--- src/rtl/game_score_ctrl_pkg.sv ---
// Shared game-flow encoding and default game constants for the
// score controller, display and mole generator.
package game_score_ctrl_pkg;

    typedef enum logic [1:0] {
        IDLE = 2'd0,
        PLAY = 2'd1,
        OVER = 2'd2
    } state_t;

    localparam int TICKS_PER_SEC_DEF = 100_000_000;
    localparam int GAME_SECONDS_DEF  = 60;
    localparam int SCORE_MAX_DEF     = 99;
    localparam int LVL2_SCORE_DEF    = 20;
    localparam int LVL3_SCORE_DEF    = 40;

    function automatic logic [1:0] score_level(
        input logic [9:0] s,
        input logic [9:0] l2,
        input logic [9:0] l3
    );
        if (s >= l3)
            return 2'd3;
        else if (s >= l2)
            return 2'd2;
        else
            return 2'd1;
    endfunction

endpackage

--- src/rtl/game_score_ctrl_sec_tick_gen.sv ---
// Game-second prescaler: tick is high during the last cycle of
// each second while enabled; clear restarts the second.
module sec_tick_gen #(
    parameter int TICKS_PER_SEC = 100_000_000
) (
    input  logic clk,
    input  logic rst,
    input  logic clear,
    input  logic enable,
    output logic tick
);

    localparam int CW = (TICKS_PER_SEC > 1) ? $clog2(TICKS_PER_SEC) : 1;
    localparam logic [CW-1:0] LAST = CW'(TICKS_PER_SEC - 1);

    logic [CW-1:0] cnt;

    always_ff @(posedge clk or posedge rst) begin
        if (rst)
            cnt <= '0;
        else if (clear)
            cnt <= '0;
        else if (enable)
            cnt <= (cnt == LAST) ? '0 : cnt + 1'b1;
    end

    // Decoded from registers only, so it drops with rst or enable.
    assign tick = enable && !clear && (cnt == LAST);

endmodule

--- src/rtl/game_score_ctrl.sv ---
// Whack-a-Mole game flow, elapsed-time counter, score and level
// registers feeding the display stage.
module game_score_ctrl
    import game_score_ctrl_pkg::*;
#(
    parameter int TICKS_PER_SEC = TICKS_PER_SEC_DEF,
    parameter int GAME_SECONDS  = GAME_SECONDS_DEF,
    parameter int SCORE_MAX     = SCORE_MAX_DEF,
    parameter int LVL2_SCORE    = LVL2_SCORE_DEF,
    parameter int LVL3_SCORE    = LVL3_SCORE_DEF
) (
    input  logic       clk,
    input  logic       rst,
    input  logic       start,
    input  logic       hit,
    input  logic       miss,
    output logic [9:0] score,
    output logic [1:0] level,
    output logic [6:0] timer,
    output logic       playing,
    output logic       game_over,
    output logic       sec_tick
);

    localparam logic [9:0] SMAX = 10'(SCORE_MAX);
    localparam logic [9:0] L2   = 10'(LVL2_SCORE);
    localparam logic [9:0] L3   = 10'(LVL3_SCORE);
    localparam logic [6:0] GS   = 7'(GAME_SECONDS);

    state_t     state;
    state_t     state_d;
    logic [9:0] score_d;
    logic [1:0] level_d;
    logic [1:0] lvl_new;
    logic [6:0] timer_d;
    logic       start_acc;
    logic       tick;

    assign start_acc = start && (state != PLAY);

    sec_tick_gen #(
        .TICKS_PER_SEC(TICKS_PER_SEC)
    ) u_tick (
        .clk   (clk),
        .rst   (rst),
        .clear (start_acc),
        .enable(playing),
        .tick  (tick)
    );

    always_comb begin
        state_d = state;
        score_d = score;
        level_d = level;
        timer_d = timer;
        lvl_new = 2'd1;
        case (state)
            IDLE, OVER: begin
                if (start) begin
                    state_d = PLAY;
                    score_d = '0;
                    timer_d = '0;
                    level_d = 2'd1;
                end
            end
            PLAY: begin
                if (hit && !miss)
                    score_d = (score >= SMAX) ? SMAX : score + 10'd1;
                else if (miss && !hit)
                    score_d = (score == '0) ? '0 : score - 10'd1;
                // Level never drops within a game.
                lvl_new = score_level(score_d, L2, L3);
                level_d = (lvl_new > level) ? lvl_new : level;
                if (tick) begin
                    timer_d = timer + 7'd1;
                    if (timer_d == GS)
                        state_d = OVER;
                end
            end
            default: state_d = IDLE;
        endcase
    end

    always_ff @(posedge clk or posedge rst) begin
        if (rst) begin
            state <= IDLE;
            score <= '0;
            level <= '0;
            timer <= '0;
        end else begin
            state <= state_d;
            score <= score_d;
            level <= level_d;
            timer <= timer_d;
        end
    end

    assign playing   = (state == PLAY);
    assign game_over = (state == OVER);
    assign sec_tick  = tick;

endmodule

--- config.mk ---
export PLATFORM = sky130hd
export DESIGN_NAME = game_score_ctrl
export DESIGN_NICKNAME = d
export VERILOG_FILES = /design/src/rtl/game_score_ctrl_pkg.sv /design/src/rtl/game_score_ctrl_sec_tick_gen.sv /design/src/rtl/game_score_ctrl.sv
export SDC_FILE = /design/constraint.sdc
export NUM_CORES = 1
export LEC_CHECK = 0
export ABC_AREA = 1
export ABC_CLOCK_PERIOD_IN_PS = 6980
export BUFFER_PORTS_ARGS = -buffer_cell sky130_fd_sc_hd__buf_2
export CAP_MARGIN = 5
export CELL_PAD_IN_SITES_DETAIL_PLACEMENT = 0
export CELL_PAD_IN_SITES_GLOBAL_PLACEMENT = 1
export CORE_MARGIN = 2
export CORE_UTILIZATION = 47
export DETAILED_ROUTE_END_ITERATION = 10
export PLACE_DENSITY = 0.92
export SLEW_MARGIN = 20
export SYNTH_ARGS = -nofsm -noshare
export SYNTH_HDL_FRONTEND = slang
export SYNTH_SLANG_ARGS = --single-unit
export TNS_END_PERCENT = 50
--- constraint.sdc ---
create_clock -name clk -period 6.98 [get_ports clk]
set_input_delay 0.698 -clock clk [delete_from_list [all_inputs] [get_ports clk]]
set_output_delay 0.698 -clock clk [all_outputs]
set_load 0.05 [all_outputs]
**Word level (Yosys, flattened, before mapping)**

Index checks and enable logic that the tools add are counted.

- Reductions and logical operators: 17
- Magnitude comparators: 4
- Multiplexer cells: 22
- Add/subtract/negate cells: 4
- Equality and inequality tests: 9

Operator list:

| operator | count |
|---|---|
| two-way mux 27 bit | 3 |
| two-way mux 10 bit | 6 |
| adder 27 x 1 -> 27 bit (second input constant) | 1 |
| equality test 27 bit (second input constant) | 1 |
| one-hot mux 10 bit (2 select lines) | 1 |
| two-way mux 2 bit | 7 |
| two-way mux 7 bit | 2 |
| one-hot mux 7 bit (2 select lines) | 1 |
| adder 10 x 1 -> 10 bit (second input constant) | 1 |
| greater-or-equal comparator 10 x 5 -> 1 bit (second input constant) | 1 |
| greater-or-equal comparator 10 x 6 -> 1 bit (second input constant) | 1 |
| greater-or-equal comparator 10 x 7 -> 1 bit (second input constant) | 1 |
| logical NOT 10 bit | 1 |
| subtractor 10 x 1 -> 10 bit (second input constant) | 1 |
| AND reduction 3 bit | 3 |
| inequality test 2 bit (second input constant) | 4 |
| one-hot mux 2 bit (2 select lines) | 2 |
| adder 7 x 1 -> 7 bit (second input constant) | 1 |
| equality test 7 x 6 -> 1 bit (second input constant) | 1 |
| logical AND 1 bit | 5 |
| nonzero test 2 bit | 2 |
| logical NOT 1 bit | 3 |
| equality test 2 x 1 -> 1 bit (second input constant) | 1 |
| equality test 2 bit (second input constant) | 1 |
| other kinds (5) | 5 |

- Output and inout bits: 22
- Input bits: 5
- Bits in registers: 48
- Logic and storage cells: 61

**Longest topological paths before layout**

- Depth after elaboration: 12
- Mapped depth: 20
- Mapped depth without buffers: 20

**By module**

From an unflattened synthesis, not the netlist that was laid out.

- Cells, all modules: 490
- Area, all modules: 3,398.3 um^2

Modules (own cells, without submodules):

| module | seq. area each (um^2) | area each (um^2) | instances | cells each |
|---|---|---|---|---|
| sec_tick_gen | 675.6 | 1,790.5 | 1 | 260 |
| game_score_ctrl | 525.5 | 1,607.8 | 1 | 230 |

**Worst setup path after synthesis**

OpenSTA, ideal clock, no wires.

- Path kind: reg2reg
- Start point: register score[0]
- End point: register level[0]
- Setup time: 0.113 ns
- Cell stages (with the launch flop): 17
- Arrival: 2.667 ns
- Clock period less this slack: 2.780 ns
- Required time: 6.867 ns
- Buffers on the path: 0
- Setup slack: 4.200 ns
- Cell sequence: dfrtp_1 inv_1 ha_1 nand2_2 nor2_4 nand3_2 nand2_2 inv_2 nand3_1 nand2_1 nor2_2 nand3_1 ha_1 a211oi_1 nand4_1 nand2_1 inv_1

- Longest elaborated chain between the ends: 12
- Elaborated cells between the ends (all ways): 19
- Classes of those cells: add/sub: 2; order compare: 4; eq/ne: 1; mux: 10; reduce/logical: 2

Ends and longest elaborated chain:

| element | RTL line | RTL |
|---|---|---|
| start: declaration | game_score_ctrl.sv:17 | `output logic [9:0] score,` |
| start signal: assignment | game_score_ctrl.sv:92 | `score <= score_d;` |
| subtractor 10 x 1 -> 10 bit or logical NOT 10 bit (tied branches) | game_score_ctrl.sv:70 | `score_d = (score == '0) ? '0 : score - 10'd1;` |
| two-way mux 10 bit | game_score_ctrl.sv:70 |  |
| two-way mux 10 bit | game_score_ctrl.sv:69 | `else if (miss && !hit)` |
| two-way mux 10 bit (*) | game_score_ctrl.sv:67 | `if (hit && !miss)` |
| two-way mux 10 bit (*) | game_score_ctrl.sv:57 | `case (state)` |
| greater-or-equal comparator 10 x 5 -> 1 bit | game_score_ctrl_pkg.sv:24 | `else if (s >= l2)` |
| two-way mux 2 bit | game_score_ctrl_pkg.sv:24 |  |
| two-way mux 2 bit (*) | game_score_ctrl_pkg.sv:22 | `if (s >= l3)` |
| two-way mux 2 bit (*) | game_score_ctrl.sv:57 |  |
| > comparator 2 bit | game_score_ctrl.sv:73 | `level_d = (lvl_new > level) ? lvl_new : level;` |
| inequality test 2 bit (no line) | n/a |  |
| AND reduction 3 bit (no line) | n/a |  |
| end signal: assignment | game_score_ctrl.sv:93 | `level <= level_d;` |
| end: declaration | game_score_ctrl.sv:18 | `output logic [1:0] level,` |

Mark *: on every way between the ends. The rest lies on a longest branch, timed or not. The select of a mux whose other input is x is not followed.
A chain may end at the register's enable or synchronous reset.

**Final worst setup path**

Same ends and word-level chain as after synthesis.

==> results by group <==
Run status
  • Outcome: finished clean

Synth
  • Synth Warn #: 0
  • Top FF cell, synth: dfrtp_1
  • Synth Area in Compound Gates: 10.8%
  • Post-Synth Adder-Cell Area: 2.23%
  • Post-Synth XOR/XNOR Area: 3.39%
  • Synth area leader: dfrtp_1
  • Syn Inst Count: 470
  • Proportion of synthesized area in mux cells: 0%
  • Share of the synthesized area in the top cell type: 35.8%
  • Netlist cell types: 40
  • Synthesized area: 3360 µm²
  • Largest family of logic cells by synthesized area: simple AND/OR/NAND/NOR gates
  • Seq cells post-synth: 48
  • Post-synth EDFFs: 0
  • Simple-gate area share of the yosys netlist: around two fifths
  • Syn nets: 481
  • Synth top area cells: dfrtp_1 36%, nand2_1 13%, nand3_1 7.2%
  • Average size of a mapped cell: 7.15 µm²
  • FFs w/ async S/R, synth: 100%
  • Sequential share of the synthesized area: 35.8%

Placed design
  • Placer Congestion: approximately 0.98
  • Placed instance area: 3570 µm²
  • IO buf count: 26
  • Hpwl dp: just over 6 mm

Route
  • Final wirelength: 8.11 mm
  • Max layer used: met4
  • Met2 wire len: roughly 3.5 mm
  • DRC violations left: 0
  • Metal3 WL: 427 µm
  • Detailed Route Iter0 Violations: 252
  • DR vias/cell: ~5.4
  • M1 WL: 4.12 mm
  • Post-route ant nets: 0
  • Drt pass-1 iters: 8
  • Vias: 3194
  • Average wire per standard cell: 13.6 µm

Cells and area
  • Number of diodes: 0
  • Final net count: 509
  • Layout cells sized above 1: 14.4%
  • Area Growth Syn to Fin: 8.98%
  • Final instance area: 3660 µm²

STA
  • Final period util: 42.1%
  • Worst slew pin tran: 0.962 ns
  • Hold_ws: 0.514 ns
  • Max Slew Vio Count: 0
  • Setup TNS: 0 ns
  • Clk_skew: 0.00543 ns
  • Slew headroom: 35.6%
  • Crit path time final: 2.94 ns
  • RSZ-0062 raised after global routing: no
  • Final Hold Fails: 0
  • Max Fclk: 341 MHz
  • Setup violators final: 0

Worst setup path
  • Endpoint class of the critical path: register
  • Critical Path AT: 3.14 ns
  • Critical Path Fanout Max: 6
  • CP Data Required Time: 7.19 ns
  • Critical path class: reg2reg
  • Startpoint Class: register

Floorplan
  • Initial Util: 48.9%
  • Die width: a little under 90 µm
  • Die height: 88.5 µm
  • Io pins: 27
  • Row count: 30
  • Area of the core: 6870 µm²
  • Die area: around 8000 µm²

Pwr
  • Logic pwr share: 42.9%
  • PD cells: between 200 and 300 nW/µm²
  • Lkg Pwr: around 1.7 nW
  • Internal power: 500 µW
  • Sw Share: a little under half
  • Clk pwr share: between 15 and 20%
  • Peak VDD IR: 227 µV
  • Net switching power figure: about 430 µW
  • Sequential share of power: 37.8%

Global route
  • First-pass GRT wire length: 14.2 mm
  • Vias in the first global route: 3008
  • Initial antenna violation count: 0
  • GRT overflow: 0
  • Largest net degree at the start of global routing: between 40 and 50
  • All-Layer GR Usage: between 20 and 25%

Clock network
  • Post-CTS Setup Bufs: 0
  • Longest Clk Path Bufs: 2
  • H-tree Lvls: 2
  • Clock Tree Root: clkbuf_8
  • Clock latency on the worst-skew pair: 0.30 ns
  • Worst-path clk slew: 0.09 ns
  • # hold bufs at CTS: 0
  • CTS tree: built
  • Sink Count: 48
  • CTS resizes: 0
  • Cts bufs inserted: 5

Min path
  • Worst Hold Class: reg2reg

Flow run
  • Max-cap violations: 0
==> placed cells by master, fill, tap and decap left out, types with 3 or more instances in the layout <==
cell type  Yosys  final
nand3_2        4      4
nor2_4         5      5
nand4_1       14     14
ha_1           6      6
nand2_2        5      5
xor2_1        12     12
buf_2          0     26
nor3_4         4      4
clkbuf_8       1      6
o21ai_0       19     19
clkinv_1       3      3
nor2_1        45     45
nand2_1      120    120
inv_1         55     54
nor2_2         5      5
dfrtp_1       48     48
nor3_1         7      7
o22ai_1       15     15
a21oi_1        5      5
inv_2          9      9
nand2_4        3      3
nor4_1         5      5
o21ai_1       13     13
nand3_1       48     48
==> power by group through the flow <==
stage	registers (mW)	clock network [mW]	logic, mW
finish	0.349	0.179	0.397
CTS	0.348	0.183	0.396
global route	0.354	0.195	0.448
detailed placement	0.354	0	0.393
floorplan	0.424	0	0.235
global placement	0.354	0	0.387
==> final timing paths <==
kind                            endpoint  startpoint  slack [ns]  depth (start not counted)
max                             level[0]    score[0]        4.04                         17
min                             level[1]    level[1]        0.51                          2
max reg2reg                     level[0]    score[0]        4.04                         17
min reg2reg                     level[1]    level[1]        0.51                          2
max in group asynchronous  u_tick.cnt[2]         rst        5.95                          2
min in group asynchronous       timer[1]         rst        0.52                          2
==> per-layer routing <==
metal	GRT usage [%]	up-vias
met3	4.01	8
li1	-	1610
met1	34.6	1484
met4	4.96	0
met2	34.9	92
met5	0	-
==> state kept, by name, summed over array words and instances (netlist names) <==
register    count
level           2
score          10
state           2
timer           7
u_tick.cnt     27
==> logic make-up (layout without fill, tap and decap cells) <==
| kind of cell | Yosys count | count (layout) |
|---|---|---|
| adder cells (fa/ha/maj) | 6 | 6 |
| buffers and inverters | 72 | 101 |
| AO/OA/AOI/OAI | 62 | 62 |
| flip-flops | 48 | 48 |
| XOR/XNOR | 13 | 13 |
| AND/OR/NAND/NOR | 269 | 269 |
==> final cells by class <==
class	count	area, µm²
multi-input combinational	350	1860
timing repair buffer	26	130
inverter	67	253
sequential	48	1200
clock buffer	7	86.3
tap	96	120
fill	680	3210
clock inverter	1	7.51
==> worst max-delay path: stages, from the launching register on <==
cell and delay (ns):
dfrtp_1 0.46, inv_1 0.16, ha_1 0.29, nand2_2 0.09
nor2_4 0.16, nand3_2 0.14, nand2_2 0.10, inv_2 0.06
nand3_1 0.09, nand2_1 0.07, nor2_2 0.14, nand3_1 0.11
ha_1 0.31, a21oi_1 0.07, a211oi_1 0.33, nand4_1 0.14
nand2_1 0.07, inv_1 0.03
==> Yosys cell counts (all sizes together), types with 5 or more instances <==
| library cell | count |
|---|---|
| nor4 | 5 |
| o22ai | 15 |
| ha | 6 |
| dfrtp | 48 |
| nand3 | 52 |
| nor2 | 56 |
| o21ai | 32 |
| xor2 | 12 |
| inv | 64 |
| a21oi | 6 |
| nand2 | 128 |
| nor3 | 11 |
| nand4 | 14 |
==> per-stage QoR <==
step           util (%)  worst slack, ns  power (mW)  instances
2_1_floorplan         -             4.20       0.660        470
3_3_place_gp       51.9             4.13       0.740        587
3_5_place_dp       51.9             4.01       0.747        587
4_1_cts            53.3             4.06       0.927        595
5_1_grt            53.3             3.70       0.997        595
6_report           53.3             4.04       0.925        595
Note: power is estimated with default switching activity, not from simulation.
